`src/rtl/wireless_pkg.sv`:
```
`default_nettype none
// +----------------------------------------------------------------------+
// | wireless_pkg                                                         |
// | Shared state encoding and canned AT command ROM for wireless_cmd_tx. |
// | Revision: 1.0                                                        |
// +----------------------------------------------------------------------+
package wireless_pkg;

    localparam int MAX_CMD_LEN = 8;

    typedef enum logic [2:0] {
        IDLE      = 3'd0,
        TX_DATA   = 3'd1,
        SET_SETUP = 3'd2,
        TX_CMD    = 3'd3,
        SET_HOLD  = 3'd4,
        DONE      = 3'd5
    } state_t;

    function automatic logic [3:0] cmd_len(input logic [1:0] cmd);
        case (cmd)
            2'd0:    return 4'd2;
            2'd1:    return 4'd7;
            2'd2:    return 4'd8;
            default: return 4'd6;
        endcase
    endfunction

    // Strings are right-aligned in 64 bits, so character 0 sits in the highest used byte.
    function automatic logic [7:0] cmd_byte(input logic [1:0] cmd, input logic [3:0] idx);
        logic [8*MAX_CMD_LEN-1:0] w_str;
        int                       pos;
        case (cmd)
            2'd0:    w_str = {48'd0, "AT"};
            2'd1:    w_str = {8'd0, "AT+C001"};
            2'd2:    w_str = "AT+B9600";
            default: w_str = {16'd0, "AT+FU3"};
        endcase
        pos = int'(cmd_len(cmd)) - 1 - int'(idx);
        if (pos < 0) begin
            return 8'h00;
        end
        return w_str[pos*8 +: 8];
    endfunction

endpackage
`default_nettype wire

```
`src/rtl/wireless_cmd_tx_uart_tx_core.sv`:
```
`default_nettype none
// +----------------------------------------------------------------------+
// | uart_tx_core                                                         |
// | 8N1 serializer, DIV cycles per bit; restartable on its last cycle.   |
// | Revision: 1.0                                                        |
// +----------------------------------------------------------------------+
module uart_tx_core #(
    parameter int DIV = 10
) (
    input  logic       clk,
    input  logic       rst_n,
    input  logic [7:0] byte_in,
    input  logic       start,
    output logic       line,
    output logic       busy,
    output logic       last_cycle
);

    localparam int                 c_CNT_W   = $clog2(DIV);
    localparam logic [c_CNT_W-1:0] c_CNT_MAX = c_CNT_W'(DIV - 1);

    logic [c_CNT_W-1:0] r_cnt;
    logic [3:0]         r_idx;
    logic [9:0]         r_shift;
    logic               r_busy;
    logic               w_bit_end;

    assign w_bit_end  = (r_cnt == c_CNT_MAX);
    assign last_cycle = r_busy & w_bit_end & (r_idx == 4'd9);
    assign line       = r_busy ? r_shift[0] : 1'b1;
    assign busy       = r_busy;

    // A start on the final stop-bit cycle reloads directly, giving gapless frames.
    always_ff @(posedge clk) begin
        if (!rst_n) begin
            r_busy  <= 1'b0;
            r_cnt   <= '0;
            r_idx   <= 4'd0;
            r_shift <= '1;
        end else if (start) begin
            r_busy  <= 1'b1;
            r_cnt   <= '0;
            r_idx   <= 4'd0;
            r_shift <= {1'b1, byte_in, 1'b0};
        end else if (r_busy) begin
            if (w_bit_end) begin
                r_cnt <= '0;
                if (r_idx == 4'd9) begin
                    r_busy <= 1'b0;
                end else begin
                    r_idx   <= r_idx + 4'd1;
                    r_shift <= {1'b1, r_shift[9:1]};
                end
            end else begin
                r_cnt <= r_cnt + 1'b1;
            end
        end
    end

endmodule
`default_nettype wire

```
`src/rtl/wireless_cmd_tx.sv`:
```
`default_nettype none
// +----------------------------------------------------------------------+
// | wireless_cmd_tx                                                      |
// | Drives the radio's serial input and set pin: raw bytes or AT config. |
// | Revision: 1.0                                                        |
// +----------------------------------------------------------------------+
module wireless_cmd_tx
    import wireless_pkg::*;
#(
    parameter int CLK_HZ       = 100_000_000,
    parameter int BAUD         = 9600,
    parameter int SET_SETUP_MS = 40,
    parameter int SET_HOLD_MS  = 80
) (
    input  logic       clk,
    input  logic       rst_n,
    input  logic       cfg_start,
    input  logic [1:0] cfg_cmd,
    input  logic [7:0] data_in,
    input  logic       data_valid,
    output logic       data_ready,
    output logic       busy,
    output logic       cfg_done,
    output logic       wireless_rx,
    output logic       wireless_set
);

    localparam int c_DIV       = CLK_HZ / BAUD;
    localparam int c_SETUP_CYC = (CLK_HZ / 1000) * SET_SETUP_MS;
    localparam int c_HOLD_CYC  = (CLK_HZ / 1000) * SET_HOLD_MS;
    localparam int c_DLY_MAX   = (c_SETUP_CYC > c_HOLD_CYC) ? c_SETUP_CYC : c_HOLD_CYC;
    localparam int c_DLY_W     = $clog2(c_DLY_MAX + 1);

    localparam logic [c_DLY_W-1:0] c_SETUP_LOAD = c_DLY_W'(c_SETUP_CYC - 1);
    localparam logic [c_DLY_W-1:0] c_HOLD_LOAD  = c_DLY_W'(c_HOLD_CYC - 1);

    state_t             r_state, w_state_nxt;
    logic [1:0]         r_cmd, w_cmd_nxt;
    logic [3:0]         r_byte_idx, w_idx_nxt;
    logic [c_DLY_W-1:0] r_dly, w_dly_nxt;
    logic               w_core_start;
    logic [7:0]         w_core_byte;
    logic               w_core_line;
    logic               w_core_busy;
    logic               w_core_last;

    uart_tx_core #(
        .DIV (c_DIV)
    ) u_core (
        .clk        (clk),
        .rst_n      (rst_n),
        .byte_in    (w_core_byte),
        .start      (w_core_start),
        .line       (w_core_line),
        .busy       (w_core_busy),
        .last_cycle (w_core_last)
    );

    always_ff @(posedge clk) begin
        if (!rst_n) begin
            r_state    <= IDLE;
            r_cmd      <= 2'd0;
            r_byte_idx <= 4'd0;
            r_dly      <= '0;
        end else begin
            r_state    <= w_state_nxt;
            r_cmd      <= w_cmd_nxt;
            r_byte_idx <= w_idx_nxt;
            r_dly      <= w_dly_nxt;
        end
    end

    always_comb begin
        w_state_nxt  = r_state;
        w_cmd_nxt    = r_cmd;
        w_idx_nxt    = r_byte_idx;
        w_dly_nxt    = r_dly;
        w_core_start = 1'b0;
        w_core_byte  = data_in;
        case (r_state)
            IDLE: begin
                if (cfg_start) begin
                    w_cmd_nxt   = cfg_cmd;
                    w_dly_nxt   = c_SETUP_LOAD;
                    w_state_nxt = SET_SETUP;
                end else if (data_valid) begin
                    w_core_start = 1'b1;
                    w_state_nxt  = TX_DATA;
                end
            end
            TX_DATA: begin
                if (w_core_last) begin
                    w_state_nxt = IDLE;
                end
            end
            SET_SETUP: begin
                if (r_dly == '0) begin
                    w_core_start = 1'b1;
                    w_core_byte  = cmd_byte(r_cmd, 4'd0);
                    w_idx_nxt    = 4'd0;
                    w_state_nxt  = TX_CMD;
                end else begin
                    w_dly_nxt = r_dly - 1'b1;
                end
            end
            TX_CMD: begin
                if (w_core_last) begin
                    if (r_byte_idx == cmd_len(r_cmd) - 4'd1) begin
                        w_dly_nxt   = c_HOLD_LOAD;
                        w_state_nxt = SET_HOLD;
                    end else begin
                        // Next byte is launched on the stop bit's last cycle to keep frames gapless.
                        w_core_start = 1'b1;
                        w_core_byte  = cmd_byte(r_cmd, r_byte_idx + 4'd1);
                        w_idx_nxt    = r_byte_idx + 4'd1;
                    end
                end
            end
            SET_HOLD: begin
                if (r_dly == '0) begin
                    w_state_nxt = DONE;
                end else begin
                    w_dly_nxt = r_dly - 1'b1;
                end
            end
            DONE: begin
                w_state_nxt = IDLE;
            end
            default: begin
                w_state_nxt = IDLE;
            end
        endcase
    end

    assign data_ready   = (r_state == IDLE) & ~cfg_start;
    assign busy         = (r_state != IDLE) | w_core_busy;
    assign cfg_done     = (r_state == DONE);
    assign wireless_rx  = w_core_line;
    assign wireless_set = ~((r_state == SET_SETUP) | (r_state == TX_CMD));

endmodule
`default_nettype wire

```
`config.mk`:
```
export PLATFORM = sky130hd
export DESIGN_NAME = wireless_cmd_tx
export DESIGN_NICKNAME = d
export VERILOG_FILES = /design/src/rtl/wireless_pkg.sv /design/src/rtl/wireless_cmd_tx_uart_tx_core.sv /design/src/rtl/wireless_cmd_tx.sv
export SDC_FILE = /design/constraint.sdc
export NUM_CORES = 1
export LEC_CHECK = 0
export ABC_AREA = 1
export BUFFER_PORTS_ARGS = -buffer_cell sky130_fd_sc_hd__buf_2
export CAP_MARGIN = 5
export CORE_MARGIN = 4
export CORE_UTILIZATION = 60
export CTS_BUF_LIST = sky130_fd_sc_hd__clkbuf_8
export DETAILED_ROUTE_END_ITERATION = 7
export HOLD_SLACK_MARGIN = 0.12
export PLACE_DENSITY = 0.78
export SETUP_SLACK_MARGIN = 0.3
export SLEW_MARGIN = 5
export SYNTH_ARGS = -nofsm -noshare
export SYNTH_HDL_FRONTEND = slang
export SYNTH_HIERARCHICAL = 1
export SYNTH_SLANG_ARGS = --single-unit
```
`constraint.sdc`:
```
create_clock -name clk -period 4.3 [get_ports clk]
set_input_delay 0.86 -clock clk [delete_from_list [all_inputs] [get_ports clk]]
set_output_delay 0.86 -clock clk [all_outputs]
set_load 0.05 [all_outputs]
```
# Word level (Yosys, flattened, before mapping)
# Cells that the tools add are included.
dict set report totals {
  ff_bits 60
  mem_bits_ro 0
  output_inout_bits 5
  latchBits 0
  ram_bits 0
  mem_count 0
  in_bits 14
  word_cells 127
}
dict set report op_classes {
  n_mul 0
  n_mux 62
  shift 2
  eq_ne 20
  order_cmp 2
  n_addsub 8
  bitwise 9
  n_reduce_logical 16
  div 0
}
# operator count
set op_table {}
lappend op_table {{two-way mux 64 bit} 5}
lappend op_table {{one-hot mux 63 bit (3 select lines)} 1}
lappend op_table {{two-way mux 23 bit} 4}
lappend op_table {{one-hot mux 23 bit (3 select lines)} 1}
lappend op_table {{indexed part select 64 x 8 -> 8 bit} 1}
lappend op_table {{indexed part select 64 x 9 -> 8 bit} 1}
lappend op_table {{two-way mux 8 bit} 7}
lappend op_table {{two-way mux 4 bit} 10}
lappend op_table {{two-way mux 9 bit} 4}
lappend op_table {{zero test 23 bit} 1}
lappend op_table {{subtractor 23 x 1 -> 23 bit, second input constant} 1}
lappend op_table {{two-way mux 3 bit} 7}
lappend op_table {{two-way mux 1 bit} 17}
lappend op_table {{one-hot mux 8 bit (2 select lines)} 1}
lappend op_table {{one-hot mux 3 bit (5 select lines)} 1}
lappend op_table {{adder 14 x 1 -> 14 bit, second input constant} 1}
lappend op_table {{== test 14 bit, second input constant} 1}
lappend op_table {{two-way mux 14 bit} 1}
lappend op_table {{inequality test 2 bit, second input constant} 6}
lappend op_table {{one-hot mux 4 bit (3 select lines)} 1}
lappend op_table {{subtractor 4 x 1 -> 5 bit, second input constant} 2}
lappend op_table {{adder 4 x 1 -> 4 bit, second input constant} 2}
lappend op_table {{one-hot mux 4 bit (2 select lines)} 1}
lappend op_table {{== test 3 x 2 -> 1 bit, second input constant} 2}
lappend op_table {{other kinds (26)} 40}

# Depth between registers and ports, before layout
# Gate-level depths: netlist of the first run.
dict set report logic_depth {
  ltp_word 22
  ltp_mapped 18
  mapped_depth_nobuf 17
}

# Modules after synthesis
# Netlist of the first run, hierarchy kept.
# mod cells_each area_per_inst_um2 instances seq_area_each_um2
set modules_own_cells {}
lappend modules_own_cells {wireless_cmd_tx 508 2956.6 1 640.6}
lappend modules_own_cells {uart_tx_core 231 1557.7 1 560.5}

# Worst setup path before layout of the first run
# No wires, ideal clock.
dict set report synth_timing {
  path_kind {reg-to-reg}
  from {reg r_cmd[1]}
  to {reg u_core.r_shift[2]}
  t_arrival_ns 2.420
  path_slack_ns 1.758
  stages_incl_launch_ff 17
  setup_ns 0.121
  required_ns 4.179
  period_less_slack_ns 2.542
  n_path_buf 3
  path_cell_list {dfxtp_1 inv_1 ha_1 inv_1 or2_1 nand2_1 nor2_1 nor2_4 nand2_2 and2_1 buf_2 nand2_1 buf_2 clkbuf_1 nor2_1 nand4_1 nand3_1}
}
dict set report synth_via {
  elab_cells_between_ends 47
  cone_classes {add/sub: 4; order compare: 2; eq/ne: 4; shift: 2; mux: 31; reduce/logical: 4}
}
# element line_no
set synth_rtl {}
lappend synth_rtl {{start, declared} wireless_cmd_tx.sv:38} ;# logic [1:0] r_cmd, w_cmd_nxt;
lappend synth_rtl {{start signal, assigned} wireless_cmd_tx.sv:67} ;# r_cmd <= w_cmd_nxt;
lappend synth_rtl {{== test 2 bit (tied with other cells)} wireless_pkg.sv:21} ;# case (cmd)
lappend synth_rtl {{one-hot mux 4 bit (3 select lines) *} wireless_pkg.sv:21}
lappend synth_rtl {{two-way mux 4 bit *} wireless_cmd_tx.sv:107} ;# if (w_core_last) begin
lappend synth_rtl {{two-way mux 4 bit *} wireless_cmd_tx.sv:80} ;# case (r_state)
lappend synth_rtl {{subtractor 4 x 1 -> 4 bit *} wireless_cmd_tx.sv:108} ;# if (r_byte_idx == cmd_len(r_cmd) - 4'd1) begin
lappend synth_rtl {{== test 4 bit *} wireless_cmd_tx.sv:108}
lappend synth_rtl {{two-way mux 1 bit *} wireless_cmd_tx.sv:108}
lappend synth_rtl {{two-way mux 1 bit *} wireless_cmd_tx.sv:107}
lappend synth_rtl {{one-hot mux 1 bit (3 select lines) *} wireless_cmd_tx.sv:80}
lappend synth_rtl {{via w_core_start} wireless_cmd_tx.sv:41} ;# logic w_core_start;
lappend synth_rtl {{inequality test 2 x 1 -> 1 bit (no line) or nonzero test 2 bit (tied branches)} n/a}
lappend synth_rtl {{AND reduction 3 bit (no line)} n/a}
lappend synth_rtl {{end signal, assigned} wireless_cmd_tx_uart_tx_core.sv:44} ;# r_shift <= {1'b1, byte_in, 1'b0};
lappend synth_rtl {{end signal, assigned} wireless_cmd_tx_uart_tx_core.sv:52} ;# r_shift <= {1'b1, r_shift[9:1]};
lappend synth_rtl {{end, declared} wireless_cmd_tx_uart_tx_core.sv:24} ;# logic [9:0] r_shift;
# Mark *: on every way through the listed nets, which the timed path passes. The rest lies on a longest branch. The select of a mux whose other input is x is not followed.
# A chain may end at the register's enable or synchronous reset.

# Worst setup path after layout of the first run
dict set report layout_timing {
  from {reg r_cmd[1]}
  to {reg u_core.r_shift[8]}
}
# The elaborated chain is that of the path after synthesis.

==> results.sh, run 1 <==
export IMPL_start_util_pct=61.9
export IMPL_crit_fanout=17
export IMPL_power_internal_mw=1.49
export IMPL_root_buffer="clkbuf_8"
export IMPL_synth_compound_area_share_pct=9.53
export IMPL_arrival_ns=3.45
export IMPL_yosys_area_share_simple_pct=46.6
export IMPL_endpoint="u_core/r_shift[8]$_SDFFE_PN1P_"
export IMPL_finalCritPeriodShare_pct=74.9
export IMPL_cp_cell_sequence="inv_1 -> ha_1 -> ha_1 -> nor2_1 -> nand2_1 -> nor2_1 -> nor2_4 -> nand2_2 -> and2_1 -> nand2_1 -> inv_1 -> or2_2 -> nand2_1 -> nand2_1"
export IMPL_end_kind="register"
export IMPL_diodes=0
export IMPL_synthFlopType="dfxtp_1"
export IMPL_p_leak_nw=2.22
export IMPL_r2r_cells=14
export IMPL_p_per_area_nw_per_um2=629
export IMPL_status="complete, no violations"
export IMPL_io_buffers=18
export IMPL_syn_inst=739
export IMPL_cpMaxStageDelayCell="ha_1"
export IMPL_numCtsBuffers=9
export IMPL_synth_top_family_by_area="simple AND/OR/NAND/NOR gates"
export IMPL_synth_edf_count=0
export IMPL_cp_slowest_stage_delay_ns=0.50
export IMPL_chipWidth_um=94.7
export IMPL_rsz0062_at_grt="false"
export IMPL_ys_warn_count=6
export IMPL_finalSetupTns_ns=0
export IMPL_clkLatencyLatePin_ns=0.34
export IMPL_path_buf_inv=2
export IMPL_timing_fmax_mhz=310
export IMPL_grt_remaining_overflow=0
export IMPL_grt_pass1_vias=4336
export IMPL_nets=781
export IMPL_worstPathRequired_ns=4.53
export IMPL_area_growth_pct=7.07
export IMPL_final_util_pct=66.3
export IMPL_hpwlAfterDp_um=8390
export IMPL_synth_xor_area_share_pct=3.88
export IMPL_clock_path_buffers=2
export IMPL_combPwrFrac_pct=57.5
export IMPL_drt_iter0_drc=265
export IMPL_r2r_slack_ns=1.08
export IMPL_avgSynthCellArea_um2=6.11
export IMPL_gp_congestion=0.912
export IMPL_antenna_found_initial=0
export IMPL_synthMuxAreaShare_pct=0
export IMPL_grtUsageTotal_pct=26.2
export IMPL_vias=4780
export IMPL_ioPinCount=19
export IMPL_core_um2=7290
export IMPL_layout_common_cells="nand2_1, nor2_1, nand3_1"
export IMPL_antenna_left=0
export IMPL_placed_cells=840
export IMPL_layout_commonest_cell="nand2_1"
export IMPL_die_h_um=94.7
export IMPL_die_area_um2=8980
export IMPL_avgRoutedWirePerCell_um=13.1
export IMPL_cp_num_cells=14
export IMPL_hold_class="register to register"
export IMPL_maxSlewViolCount=0
export IMPL_drc=0
export IMPL_layout_drive_gt1_share_pct=9.78
export IMPL_p_sw_share_pct=50.8
export IMPL_synthArstFlopShare_pct=0
export IMPL_synthAdderAreaFrac_pct=4.32
export IMPL_grt_max_degree=25
export IMPL_startpoint_type="register"
export IMPL_clockPowerShare_pct=16.4
export IMPL_hold_violations=0
export IMPL_r2r_start="r_cmd[1]$_SDFFE_PN0P_"
export IMPL_seq_power_share_pct=26.1
export IMPL_peakVddDrop_mv=0.334
export IMPL_switchingPower_mw=1.54
export IMPL_yosysUniqueCellTypes=37
export IMPL_holdPathStages=2
export IMPL_drt_pass1_iter_count=5
export IMPL_worst_path_most_repeated_cell="nand2_1"
export IMPL_r2r_end="u_core/r_shift[8]$_SDFFE_PN1P_"
export IMPL_numClockSinks=60
export IMPL_htreeDepth=3
export IMPL_cts_setup_buffers=0
export IMPL_via_per_inst=5.58
export IMPL_rows=31
export IMPL_cts_tree="yes"
export IMPL_drv_cap=0
export IMPL_setup_viol_count_final=0
export IMPL_clk_pin_slew_worst_paths_ns=0.07
export IMPL_worst_slew_pin_slew_ns=0.731
export IMPL_wl_um=11200
export IMPL_finClkSkew_ns=0.0118
export IMPL_slew_headroom_pct=51.1
export IMPL_ys_seq_area_share_pct=26.6
export IMPL_synth_area_um2=4510
export IMPL_grt_pass1_wl_um=19100
export IMPL_crit_start="r_cmd[1]$_SDFFE_PN0P_"
export IMPL_synth_nets=768
export IMPL_fin_cells=856
export IMPL_postSynthRegisterBits=60
export IMPL_hold_buffers=0
export IMPL_fin_crit_ns=3.22
export IMPL_cts_resized=0
export IMPL_crit_family="simple AND/OR/NAND/NOR gates"
export IMPL_worstSetupPathType="register to register"
[logic make-up after synthesis]
kind of cell / Yosys count
xor gates and xnor gates: 20
adders and majority gates: 15
DFF: 60
buffers and inverters: 101
and+or+nand+nor: 461
AOI/OAI and AO/OA: 82
[worst min-delay path by stage]
stage                                               from                             end  slack (ns)
after CTS                 u_core/r_shift[1]$_SDFFE_PN1P_  u_core/r_shift[1]$_SDFFE_PN1P_        0.50
after global routing      u_core/r_shift[1]$_SDFFE_PN1P_  u_core/r_shift[1]$_SDFFE_PN1P_        0.52
after detailed placement  u_core/r_shift[1]$_SDFFE_PN1P_  u_core/r_shift[1]$_SDFFE_PN1P_        0.48
after floorplan           u_core/r_shift[0]$_SDFFE_PN1P_  u_core/r_shift[0]$_SDFFE_PN1P_        0.45
final                     u_core/r_shift[1]$_SDFFE_PN1P_  u_core/r_shift[1]$_SDFFE_PN1P_        0.49
after global placement      u_core/r_idx[3]$_SDFFE_PP0P_    u_core/r_idx[3]$_SDFFE_PP0P_        0.48
[worst reg2reg max path: cells and delay by family (launching register included)]
kind                       cells  cell delay (ns)
DFF                            1             0.38
adders and majority gates      2             0.75
buffers and inverters          2             0.39
and+or+nand+nor               10             1.59
[metrics by stage]
step	setup WS [ns]	total power, mW	hold WS [ns]	area [µm²]
finish	1.08	3.04	0.495	4830
global route	0.823	3.34	0.522	4830
CTS	1.12	3.03	0.497	4830
floorplan	1.76	2.23	0.448	4510
global placement	1.30	2.49	0.480	4640
detailed placement	1.14	2.52	0.477	4640
[power by group through the flow]
stage	combinational (mW)	clock (mW)	sequential, mW
after floorplan	1.46	0	0.772
after global placement	1.70	0	0.797
after detailed placement	1.72	0	0.801
after CTS	1.73	0.509	0.790
after global routing	1.99	0.536	0.811
final	1.75	0.497	0.793
[metal layers]
layer / vias to the layer above / global-route usage (%) / routed length, µm
met5: - / 0 / 0
met4: 0 / 7.93 / 191
met3: 19 / 4.62 / 758
met2: 162 / 43.8 / 5310
met1: 2178 / 34.5 / 4980
li1: 2421 / - / -
[Yosys cell counts, types with 2 or more instances]
cell type | count | area share [%]
inv_2 | 7 | 0.58
o21bai_1 | 6 | 1.0
a21oi_1 | 38 | 4.2
nor3_1 | 10 | 1.1
clkinv_1 | 2 | 0.17
or2_2 | 6 | 0.83
buf_6 | 2 | 0.50
inv_1 | 75 | 6.2
nand2_4 | 4 | 1.0
nand2_1 | 171 | 14
nor2_2 | 7 | 0.97
xnor2_1 | 9 | 1.7
dfxtp_1 | 60 | 27
ha_1 | 14 | 3.9
o21ai_0 | 28 | 3.1
nor2_4 | 7 | 1.7
nor2_1 | 125 | 10
buf_2 | 7 | 0.78
nand2_2 | 4 | 0.55
nand4_1 | 24 | 3.3
nand3_2 | 3 | 0.67
xor2_1 | 11 | 2.1
o21ai_1 | 8 | 0.89
nand3_1 | 93 | 10
clkbuf_1 | 5 | 0.42
buf_4 | 2 | 0.33
[flip-flops by register name, summed over array words and instances, names as in the netlist]
register / count
r_byte_idx: 4
r_cmd: 2
r_dly: 23
u_core/r_cnt: 14
u_core/r_idx: 4
r_state: 3
u_core/busy: 1
u_core/r_shift: 9
[layout make-up]
type / instances / area [µm²]
Timing Repair Buffer: 19 / 97.6
Inverter: 84 / 315
Sequential cell: 60 / 1200
Multi-Input combinational cell: 578 / 2900
Clock inverter: 7 / 68.8
Fill cell: 704 / 2460
Tap cell: 99 / 124
Clock buffer: 9 / 124
No activity file was read; power rests on OpenSTA's default activity.
==> run 2: changes to the inputs <==
Settings changed: ABC_AREA 1 to 0.
Clock period 4.3 ns to 3.04 ns, I/O delays scaled along.
==> run 2 against run 1 <==
Net effect:
- cell count shrank 24%
- final area grew 4.1%
- worst hold slack lost 0.018 ns
- largest cell class unchanged
- worst setup slack lost 0.77 ns
- register-to-register slack lost 0.77 ns
- highest routed layer unchanged
- first-iteration DRC count grew 23%
==> results.sh, run 2 <==
export IMPL_status="complete, no violations"
export IMPL_wl_um=10800
export IMPL_synth_area_um2=4150
export IMPL_postSynthRegisterBits=60
export IMPL_hold_buffers=0
export IMPL_p_leak_nw=1.85
export IMPL_antenna_found_initial=0
export IMPL_cpMaxStageDelayCell="dfxtp_4"
export IMPL_area_growth_pct=21.2
export IMPL_crit_fanout=7
export IMPL_place_area_um2=4450
export IMPL_synth_top_area_share_pct=29.0
export IMPL_timing_fmax_mhz=367
export IMPL_ioPinCount=19
export IMPL_htreeDepth=3
export IMPL_cp_cell_sequence="inv_6 -> ha_4 -> ha_4 -> or2_4 -> or3_4 -> and3_4 -> o21a_2 -> a21o_1 -> buf_6 -> nor2_1 -> nand2_1 -> a21oi_1 -> a311oi_2"
export IMPL_rows=30
export IMPL_hold_class="register to register"
export IMPL_layout_drive_gt1_share_pct=27.4
export IMPL_die_h_um=91.2
export IMPL_drt_iter0_drc=327
export IMPL_synth_edf_count=0
export IMPL_hold_violations=0
export IMPL_ys_warn_count=6
export IMPL_maxSlewViolCount=0
export IMPL_clock_path_buffers=2
export IMPL_worstPathRequired_ns=3.25
export IMPL_avgSynthCellArea_um2=7.77
export IMPL_slew_headroom_pct=47.0
export IMPL_design_power_total_mw=2.88
export IMPL_hold_ws_ns=0.477
export IMPL_top_regs="r_dly: 23 flops, u_core/r_cnt: 14 flops, u_core/r_shift: 9 flops"
export IMPL_ys_seq_area_share_pct=29.0
export IMPL_numClockSinks=60
export IMPL_fin_crit_ns=2.73
export IMPL_largest_reg_flops=23
export IMPL_rsz0062_at_grt="true"
export IMPL_largest_register="r_dly"
export IMPL_layout_commonest_cell="dfxtp_1"
export IMPL_nets=595
export IMPL_syn_inst=534
export IMPL_grt_max_degree=40
export IMPL_peakVddDrop_mv=0.431
export IMPL_final_util_pct=74.4
export IMPL_root_buffer="clkbuf_8"
export IMPL_finalInstanceArea_um2=5030
export IMPL_die_area_um2=8310
export IMPL_synth_nets=563
export IMPL_placed_cells=620
export IMPL_worst_path_most_repeated_cell="ha_4"
export IMPL_synthFlopType="dfxtp_1"
export IMPL_cts_tree="yes"
export IMPL_setup_viol_count_final=0
export IMPL_synthArstFlopShare_pct=0
export IMPL_grt_pass1_wl_um=18000
export IMPL_diodes=0
export IMPL_crit_family="simple AND/OR/NAND/NOR gates"
export IMPL_r2r_slack_ns=0.31
export IMPL_drc=0
export IMPL_chipWidth_um=91.2
export IMPL_grt_pass1_vias=3830
export IMPL_clkLatencyLatePin_ns=0.34
export IMPL_end_kind="register"
export IMPL_gp_congestion=0.882
export IMPL_antenna_left=0
export IMPL_layout_common_cells="dfxtp_1, nand2_1, buf_4"
export IMPL_numCtsBuffers=9
export IMPL_drt_pass1_iter_count=6
export IMPL_ys_top_cells_by_area="dfxtp_1, ha_1, nand2_1"
export IMPL_arrival_ns=2.94
export IMPL_core_um2=6760
export IMPL_avgRoutedWirePerCell_um=16.7
export IMPL_io_buffers=18
export IMPL_path_buf_inv=2
export IMPL_fill_cells=507
export IMPL_p_per_area_nw_per_um2=573
export IMPL_synth_top_area_cell="dfxtp_1"
export IMPL_grtUsageTotal_pct=26.1
export IMPL_finalCritPeriodShare_pct=89.7
export IMPL_via_per_inst=6.51
export IMPL_fin_cells=650
export IMPL_worstSetupPathType="register to register"
export IMPL_worst_slew_pin_slew_ns=0.793
export IMPL_synth_most_common_cell="dfxtp_1"
export IMPL_synthTopCellsByCount="dfxtp_1, nand2_1, nor2_1"
export IMPL_pre_cts_slack_ns=0.177
export IMPL_finClkSkew_ns=0.00605
export IMPL_fin_ws_ns=0.312
export IMPL_finalSetupTns_ns=0
export IMPL_yosysUniqueCellTypes=68
export IMPL_grt_remaining_overflow=0
export IMPL_drv_cap=0
export IMPL_start_util_pct=61.4
export IMPL_hpwlAfterDp_um=7350
export IMPL_cp_slowest_stage_delay_ns=0.37
export IMPL_startpoint_type="register"
export IMPL_vias=4230
export IMPL_clk_pin_slew_worst_paths_ns=0.07
run 2: logic make-up after synthesis:
logic type,after synthesis,synth area share [%]
xor+xnor,17,3.59
simple gates,224,30.2
compound gates,144,24.1
mux,7,2.08
flops,60,29.0
fa+ha+maj,15,4.70
buf+inv,67,6.39
run 2: metal layers:
| metal | wire length (µm) | vias up | track usage [%] |
|---|---|---|---|
| li1 | - | 2069 | - |
| met1 | 4850 | 1992 | 33.9 |
| met2 | 5140 | 145 | 41.1 |
| met3 | 612 | 24 | 6.79 |
| met4 | 234 | 0 | 10.3 |
| met5 | 0 | - | 0 |
run 2: path summary, 6_finish.rpt:
check	from	depth (start not counted)	endpoint
setup / recovery	r_cmd[1]$_SDFFE_PN0P_	13	u_core/r_shift[6]$_SDFFE_PN1P_
hold / removal	r_dly[15]$_SDFFE_PN0P_	2	r_dly[15]$_SDFFE_PN0P_
setup reg to reg	r_cmd[1]$_SDFFE_PN0P_	13	u_core/r_shift[6]$_SDFFE_PN1P_
hold reg to reg	r_dly[15]$_SDFFE_PN0P_	2	r_dly[15]$_SDFFE_PN0P_
run 2: what timing repair did:
action | 4_1_cts | 5_1_grt
cloned | 0 | 2
endpoints found under the setup margin | 29 | 37
pin swaps | 3 | 21
resized for setup | 10 | 61
setup buffers | 3 | 10
run 2: power by group:
| group | internal, mW | switching, mW |
|---|---|---|
| clock | 0.476 | 0.317 |
| sequential | 0.865 | 0.111 |
| combinational | 0.480 | 0.631 |
| total | 1.82 | 1.06 |
run 2: final cells by class:
| cell class | count | area (µm²) | area share (%) |
|---|---|---|---|
| flip-flops and latches | 60 | 1210 | 24.2 |
| multi-input cells | 408 | 2980 | 59.2 |
| clock buffers | 10 | 138 | 2.74 |
| repair buffers | 57 | 399 | 7.94 |
| well taps | 80 | 100 | 1.99 |
| inverters | 30 | 125 | 2.49 |
| clock inverters | 5 | 77.6 | 1.54 |
run 2: worst min-delay path: stages, from the launching register on:
cell,delay [ns]
dfxtp_1,0.32
o31ai_1,0.06
a21oi_1,0.05
